--- src/rtl/led_pattern_if.sv ---
// led_pattern_if: control inputs and LED/pulse outputs of the LED pattern engine
interface led_pattern_if #(parameter int N_LED = 10);
  logic [2:0]       mode;
  logic [1:0]       speed;
  logic             pause;
  logic             step;
  logic [N_LED-1:0] led_pin;
  logic             tick;
  logic             wrap;
  modport master (output mode, speed, pause, step, input led_pin, tick, wrap);
  modport slave  (input mode, speed, pause, step, output led_pin, tick, wrap);
endinterface

--- src/rtl/led_pattern_gen.sv ---
// led_pattern_gen: prescaled multi-mode LED pattern engine with pause/single-step
module led_pattern_gen #(
  parameter int N_LED    = 10,
  parameter int TICK_DIV = 25_000_000,
  parameter int CNT_W    = 32
) (
  input logic         clk,
  input logic         nrst,
  led_pattern_if.slave bus
);
  localparam logic [2:0] M_ROTL   = 3'd0;
  localparam logic [2:0] M_ROTR   = 3'd1;
  localparam logic [2:0] M_BOUNCE = 3'd2;
  localparam logic [2:0] M_COUNT  = 3'd3;
  localparam logic [2:0] M_FILL   = 3'd4;
  localparam logic [2:0] M_BLINK  = 3'd5;
  localparam logic [CNT_W-1:0] DIV = CNT_W'(TICK_DIV);
  localparam logic [N_LED-1:0] ONE = {{(N_LED-1){1'b0}}, 1'b1};
  localparam logic [N_LED-1:0] TOP = {1'b1, {(N_LED-1){1'b0}}};
  logic [CNT_W-1:0] cnt, shr, limit;
  logic [N_LED-1:0] pat, nxt, start;
  logic [2:0]       mode_q;
  logic             dir, dir_n, adv, hit, chg, w, tick_q, wrap_q;
  assign bus.led_pin = pat;
  assign bus.tick    = tick_q;
  assign bus.wrap    = wrap_q;
  // dir=1 means moving down (towards bit 0); flips at the ends without dwelling
  always_comb begin
    shr   = DIV >> bus.speed;
    limit = shr == '0 ? '0 : shr - CNT_W'(1);
    hit   = cnt >= limit;
    chg   = bus.mode != mode_q;
    adv   = bus.pause ? bus.step : hit;
    start = bus.mode == M_ROTR ? TOP :
            (bus.mode == M_ROTL || bus.mode == M_BOUNCE) ? ONE :
            bus.mode[2:1] == 2'b11 ? pat : '0;
    dir_n = dir;
    nxt   = pat;
    w     = 1'b0;
    case (mode_q)
      M_ROTL:   begin nxt = {pat[N_LED-2:0], pat[N_LED-1]}; w = nxt == ONE; end
      M_ROTR:   begin nxt = {pat[0], pat[N_LED-1:1]}; w = nxt == TOP; end
      M_BOUNCE: begin
        dir_n = dir ? !pat[0] : pat[N_LED-1];
        nxt   = dir_n ? pat >> 1 : pat << 1;
        w     = nxt == ONE;
      end
      M_COUNT:  begin nxt = pat + ONE; w = nxt == '0; end
      M_FILL:   begin nxt = &pat ? '0 : {pat[N_LED-2:0], 1'b1}; w = &pat; end
      M_BLINK:  begin nxt = ~pat; w = &pat; end
      default:  ;
    endcase
  end
  always_ff @(posedge clk or negedge nrst) begin
    if (!nrst) begin
      cnt    <= '0;
      pat    <= ONE;
      dir    <= 1'b0;
      mode_q <= '0;
      tick_q <= 1'b0;
      wrap_q <= 1'b0;
    end else if (chg) begin
      mode_q <= bus.mode;
      cnt    <= '0;
      dir    <= 1'b0;
      pat    <= start;
      tick_q <= 1'b0;
      wrap_q <= 1'b0;
    end else begin
      cnt    <= bus.pause ? cnt : hit ? '0 : cnt + CNT_W'(1);
      tick_q <= adv;
      wrap_q <= adv & w;
      if (adv) begin
        pat <= nxt;
        dir <= dir_n;
      end
    end
  end
endmodule

--- src/flat_wrapper.sv ---
// flat-port wrapper written by rule: the top's interface ports become plain ports
module led_pattern_gen_flat 
#(
  parameter int N_LED    = 10,
  parameter int TICK_DIV = 25_000_000,
  parameter int CNT_W    = 32
)
  (clk, nrst, bus_mode, bus_speed, bus_pause, bus_step, bus_led_pin, bus_tick, bus_wrap);
  led_pattern_if #(.N_LED(N_LED)) bus_i ();
  input logic clk;
  input logic nrst;
  input wire logic [$bits(bus_i.mode)-1:0] bus_mode;
  input wire logic [$bits(bus_i.speed)-1:0] bus_speed;
  input wire logic [$bits(bus_i.pause)-1:0] bus_pause;
  input wire logic [$bits(bus_i.step)-1:0] bus_step;
  output wire logic [$bits(bus_i.led_pin)-1:0] bus_led_pin;
  output wire logic [$bits(bus_i.tick)-1:0] bus_tick;
  output wire logic [$bits(bus_i.wrap)-1:0] bus_wrap;
  assign bus_i.mode = bus_mode;
  assign bus_i.speed = bus_speed;
  assign bus_i.pause = bus_pause;
  assign bus_i.step = bus_step;
  assign bus_led_pin = bus_i.led_pin;
  assign bus_tick = bus_i.tick;
  assign bus_wrap = bus_i.wrap;
  led_pattern_gen #(.N_LED(N_LED), .TICK_DIV(TICK_DIV), .CNT_W(CNT_W)) u_core (.clk(clk), .nrst(nrst), .bus(bus_i));
endmodule
--- config.mk ---
export PLATFORM = sky130hd
export DESIGN_NAME = led_pattern_gen_flat
export DESIGN_NICKNAME = d
export VERILOG_FILES = /design/src/rtl/led_pattern_if.sv /design/src/rtl/led_pattern_gen.sv /design/src/flat_wrapper.sv
export SDC_FILE = /design/constraint.sdc
export NUM_CORES = 1
export LEC_CHECK = 0
export BUFFER_PORTS_ARGS = -buffer_cell sky130_fd_sc_hd__buf_2
export CAP_MARGIN = 0
export CORE_MARGIN = 4
export CORE_UTILIZATION = 62
export CTS_BUF_LIST = sky130_fd_sc_hd__clkbuf_2 sky130_fd_sc_hd__clkbuf_4 sky130_fd_sc_hd__clkbuf_8
export DETAILED_ROUTE_END_ITERATION = 10
export PLACE_DENSITY = 0.92
export SYNTH_ARGS = -nofsm -noshare
export SYNTH_HDL_FRONTEND = slang
export SYNTH_SLANG_ARGS = --single-unit
--- constraint.sdc ---
create_clock -name clk -period 3.9 [get_ports clk]
set_clock_uncertainty 0.05 [all_clocks]
set_input_delay 0.39 -clock clk [delete_from_list [all_inputs] [get_ports clk]]
set_output_delay 0.39 -clock clk [all_outputs]
set_load 0.01 [all_outputs]
After elaboration in Yosys (flattened, before gate mapping)

Cells that the tools add are included.

Register bits: 48
Input port bits: 9
Output and inout port bits: 12
Word-level logic and storage cells: 60

$add $sub $neg: 3
Magnitude comparators: 1
Equality and inequality tests: 14
Shift-type cells: 1
Mux-type cells: 20
Bitwise logic cells: 2
Reduce and logical (&&, ||, !) cells: 13

Operators with widths:

| cell                  | number |
|---|---|
| $mux 32               | 4 |
| $mux 10               | 7 |
| $pmux 10 s6           | 1 |
| $add 32x1->32 const B | 1 |
| $ge 32x32->1          | 1 |
| $logic_not 32->1      | 1 |
| $shr 25x2->32 const A | 1 |
| $sub 32x1->32 const B | 1 |
| $eq 10x1->1 const B   | 2 |
| $add 10x1->10 const B | 1 |
| $eq 10x10->1 const B  | 1 |
| $logic_not 10->1      | 1 |
| $not 10->10           | 1 |
| $reduce_and 10->1     | 1 |
| $eq 3x2->1 const B    | 3 |
| $mux 1                | 7 |
| $reduce_bool 7->1     | 1 |
| $eq 3x1->1 const B    | 2 |
| $eq 3x3->1 const B    | 2 |
| $logic_not 3->1       | 2 |
| $pmux 1 s5            | 1 |
| $ne 4x4->1 const B    | 1 |
| $reduce_bool 2->1     | 2 |
| $ne 3x3->1            | 1 |
| 8 further kinds       | 8 |

Longest topological paths before layout

Depth in word-level cells: 7
Mapped depth: 12
Depth with buffers taken out: 11

Least setup slack after synthesis

OpenSTA, ideal clock, no wires.

Path kind: input to register
Start point: input port bus_speed[0]
End point: register u_core.cnt[25]
Library setup time: 82 ps
Arrival time: 2705 ps
Required time: 3768 ps
Setup slack: 1063 ps
Stages on the path: 11
Buffers on the path: 1
Cell sequence: inv_1 nand2_1 inv_1 ha_1 a21o_1 a221o_1 a221o_1 or3_1 buf_2 or4_1 a31oi_1

Cells in the longest elaborated chain, start to end: 7
Elaborated cells on any way between the ends: 8
Classes of those cells: 1 x add/sub; 1 x order compare; 1 x shift; 4 x mux; 1 x reduce/logical

Ends and longest elaborated chain:

| item                                              | line                  | source |
|---|---|---|
| start: declaration                                | flat_wrapper.sv:13    | `input wire logic [$bits(bus_i.speed)-1:0] bus_speed;` |
| $shr 25x2->32 (*)                                 | led_pattern_gen.sv:29 | `shr = DIV >> bus.speed;` |
| $sub 32x1->32 or $logic_not 32->1 (tied branches) | led_pattern_gen.sv:30 | `limit = shr == '0 ? '0 : shr - CNT_W'(1);` |
| $mux 32 (*)                                       | led_pattern_gen.sv:30 |  |
| $ge 32x32->1 (*)                                  | led_pattern_gen.sv:31 | `hit = cnt >= limit;` |
| $mux 32 (*) (2 in a row)                          | led_pattern_gen.sv:70 | `cnt <= bus.pause ? cnt : hit ? '0 : cnt + CNT_W'(1);` |
| $mux 32 (*)                                       | led_pattern_gen.sv:62 | `end else if (chg) begin` |
| end signal: assignment                            | led_pattern_gen.sv:70 |  |
| end: declaration                                  | led_pattern_gen.sv:20 | `logic [CNT_W-1:0] cnt, shr, limit;` |

Every way passes the cells marked *; elsewhere a longest branch is shown, timed or not. The select of a mux whose other input is x is not followed.
A chain may end at the register's enable or synchronous reset.

Worst setup path after layout

Start point: register u_core.cnt[22]
End point: register u_core.cnt[29]

Cells in the longest elaborated chain, start to end: 4
Elaborated cells on any way between the ends: 5
Classes of those cells: 1 x add/sub; 1 x order compare; 3 x mux

Ends and longest elaborated chain:

| item                                          | line |
|---|---|
| $add 32x1->32 or $ge 32x32->1 (tied branches) | led_pattern_gen.sv:70, led_pattern_gen.sv:31 |
| $mux 32 (*) (2 in a row)                      | led_pattern_gen.sv:70 |
| $mux 32 (*)                                   | led_pattern_gen.sv:62 |

Marked as above.

==> results.tsv <==
stage	metric	value	unit
synth	ys_seq_area_share	29.0	%
timing	slew_headroom	27.3	%
synth	ys_types	68	
place	place_hpwl	7.90	mm
route	wirelength	11.0	mm
final_layout	area_delta_synth_final	4.73	%
timing	setup_viol_count_final	0	
critical_path	crit_chain	ha_1 > and2_2 > a221o_1 > a221o_1 > or3_1 > or4_1 > a31oi_1	
timing	fin_tns_setup	0	ns
grt	grt_first_pass_wirelength	18.5	mm
timing	slew_violations	0	
clock_tree	post_cts_resize_count	0	
route	ant_nets	0	
grt	grt_use_met3	5.09	%
die	dieWidth	89.8	um
grt	antenna_found_initial	0	
timing	finalHoldViolations	0	
die	fp-row-count	29	
pwr	p_leak	0.00183	uW
clock_tree	cts_tree	done	
synth	ys.flop_type	dfrtp_1	
final_layout	instances_no_fill	595	
run	drv_cap	0	
route	wire_per_inst	18.5	um
final_layout	antennaDiodeCount	0	
die	coreArea	6420	sq um
critical_path	crit_start	u_core.cnt[22]$_DFFE_PN0P_	
grt	grt_use_met1	39.7	%
synth	synth_edf_count	0	
critical_path	worstPathMaxFanout	8	
route	drc	0	
grt	grt-ovfl-total	0	
critical_path	end_kind	register	
synth	async_flop_share	100	%
clock_tree	clockBufferDepth	2	
place	dp.cells	587	
clock_tree	root_buffer	clkbuf_8	
critical_path	worstReg2RegStart	u_core.cnt[22]$_DFFE_PN0P_	
clock_tree	htreeDepth	2	
pwr	ir_worst_vdd	0.222	mV
synth	netlist_instances	513	
grt	grt_pass1_vias	3753	
grt	grtUsageMet2	41.2	%
clock_tree	cts_made_buffers	5	
final_layout	n_fill_cell	483	
status	status	completed	
clock_tree	postCtsSetupBuffers	0	
place	io_buffers	20	
place	gp_congestion	0.943	
timing	period_needed	2.98	ns
synth	synth_top_area_share	28.3	%
grt	grt_max_degree	49	
critical_path	critPathMaxStageDelay	0.50	ns
synth	ys_seq_elements	48	
die	die_area	8070	sq um
timing	rsz0062_at_grt	no	
synth	syn-mean-instance-area	8.09	sq um
route	routed_via_density	7.18	
synth	ys_top_cells_by_area	dfrtp_1 28%, ha_1 9.3%, nand2_1 5.3%	
critical_path	crit_type	reg2reg	
clock_tree	clock_sinks	48	
route	num_vias	4270	
synth	syn_area	4150	sq um
synth	yosysWarnings	0	
grt	track_usage	27.0	%
clock_tree	hold_buffers	0	
critical_path	arrival	3.16	ns
final_layout	drive_gt1_share	9.27	%
critical_path	startpoint_type	register	
clock_tree	clkLatencyLatePin	0.31	ns
die	dieHeight	89.8	um
final_layout	nNetsFinal	557	
timing	worstMarginPinSlew	1.09	ns
min_path	min_from	bus_mode[0]	
critical_path	path_common_cell	a221o_1	
die	pin_count	21	
critical_path	cpMaxStageDelayCell	or4_1	
route	drt_iter0_markers	689	
critical_path	required	4.08	ns
grt	busiest_layer	met2	
clock_tree	path_clk_slew	0.10	ns
min_path	min_path_type	in2reg	
pwr	powerDensity	240	nW/um^2
die	initial_core_util	64.6	%
timing	fmax	0.336	GHz
route	firstDrtPassIters	5	
synth	synth_top_area_cell	dfrtp_1	
timing	post-route-period-util	76.4	%
[kinds of logic (layout without fill, tap and decap cells)]
kind of cell	count (synthesis)	after routing	share of synthesized area [%]
and+or+nand+nor	216	216	26.6
AOI/OAI and AO/OA	132	132	22.5
buffers and inverters	58	56	6.57
DFF	48	48	29.0
adders and majority gates	31	31	9.34
xor gates and xnor gates	13	13	2.74
muxes	13	13	3.16
other	2	9	0.181
[layout make-up]
| cell class | instances | area, sq um | share of cell area, % |
|---|---|---|---|
| inverter | 19 | 71.3 | 1.64 |
| clock buffer | 7 | 90.1 | 2.07 |
| multi-input combinational | 414 | 2710 | 62.4 |
| clock inverter | 1 | 8.76 | 0.201 |
| tap | 77 | 96.3 | 2.22 |
| timing repair buffer | 29 | 168 | 3.86 |
| sequential | 48 | 1200 | 27.7 |
[critical path, delay by kind of cell, from the launching register on]
kind                     cells  cell delay, ns
AO/OA/AOI/OAI                3            0.84
adder cells (fa/ha/maj)      1            0.35
AND/OR/NAND/NOR              3            1.20
flip-flops                   1            0.46
[power by group]
group          switching [uW]  internal (uW)  total [uW]
logic                     114           63.6         178
registers                31.4            507         538
clock network             176            153         329
[layout by cell type, fill, tap and decap left out, drive strengths merged, types with 4 or more instances in the layout]
cell,synthesis,layout
nand3,22,22
a31oi,17,17
conb,2,9
o211ai,5,5
nand2,59,59
or4,7,7
xor2,10,10
mux2i,12,12
and2,4,4
dfrtp,47,47
inv,19,19
nor3,22,22
nand4,25,25
a41oi,4,4
o21ai,14,14
and3,8,8
ha,31,31
nor2,34,34
o31ai,4,4
nor2b,6,6
o22ai,11,11
a21o,4,4
clkbuf,30,7
o21a,7,7
buf,9,29
nand2b,6,6
a21oi,22,22
or3,10,10
a221oi,8,8
a211oi,6,6
[metrics by stage]
stage | utilization [%] | hold slack (ns) | worst slack, ns | area [sq um] | total power (uW)
finish | 67.7 | 0.179 | 0.921 | 4350 | 1040
global route | 67.7 | 0.169 | 0.833 | 4350 | 1090
CTS | 67.7 | 0.179 | 0.976 | 4350 | 1040
detailed placement | 66.2 | 0.465 | 0.683 | 4250 | 719
global placement | 66.2 | 0.447 | 0.827 | 4250 | 712
floorplan | - | 0.0444 | 1.06 | 4180 | 665
[cell usage after synthesis, drive strengths merged, types with 3 or more instances]
library cell,count
o31ai,4
nand3,22
nand4,25
xnor2,3
and3,8
nand2b,6
or3,10
nor4,3
ha,31
a41oi,4
a21o,4
inv,19
a21oi,22
dfrtp,47
o22ai,11
buf,9
a221oi,8
o211ai,5
nor2,34
a222oi,3
xor2,10
or4,7
a221o,3
clkbuf,30
nand2,59
nor2b,6
a211oi,6
o21a,7
nor3,22
a31oi,17
o21ai,14
o32ai,3
mux2i,12
and2,4
[worst paths after layout]
kind | end | slack (ns) | depth (start not counted)
max | u_core.cnt[29]$_DFFE_PN0P_ | 0.92 | 7
min | u_core.mode_q[0]$_DFFE_PN0N_ | 0.18 | 1
max reg2reg | u_core.cnt[29]$_DFFE_PN0P_ | 0.92 | 7
min reg2reg | u_core.cnt[26]$_DFFE_PN0P_ | 0.47 | 1
max in group asynchronous | u_core.cnt[9]$_DFFE_PN0P_ | 2.90 | 1
min in group asynchronous | u_core.bus.wrap$_DFF_PN0_ | 0.22 | 1
[state kept, by name, summed over array words and instances, names as in the netlist]
signal              flops
u_core.bus.tick         1
u_core.dir              1
u_core.mode_q           3
u_core.bus.led_pin     10
u_core.cnt             32
u_core.bus.wrap         1
[per-layer routing]
metal  vias up  wire length, um
met3        27             1230
li1       1933                -
met1      2036             4670
met5         -                0
met4         0              161
met2       274             4950
Note: power is estimated with default switching activity, not from simulation.
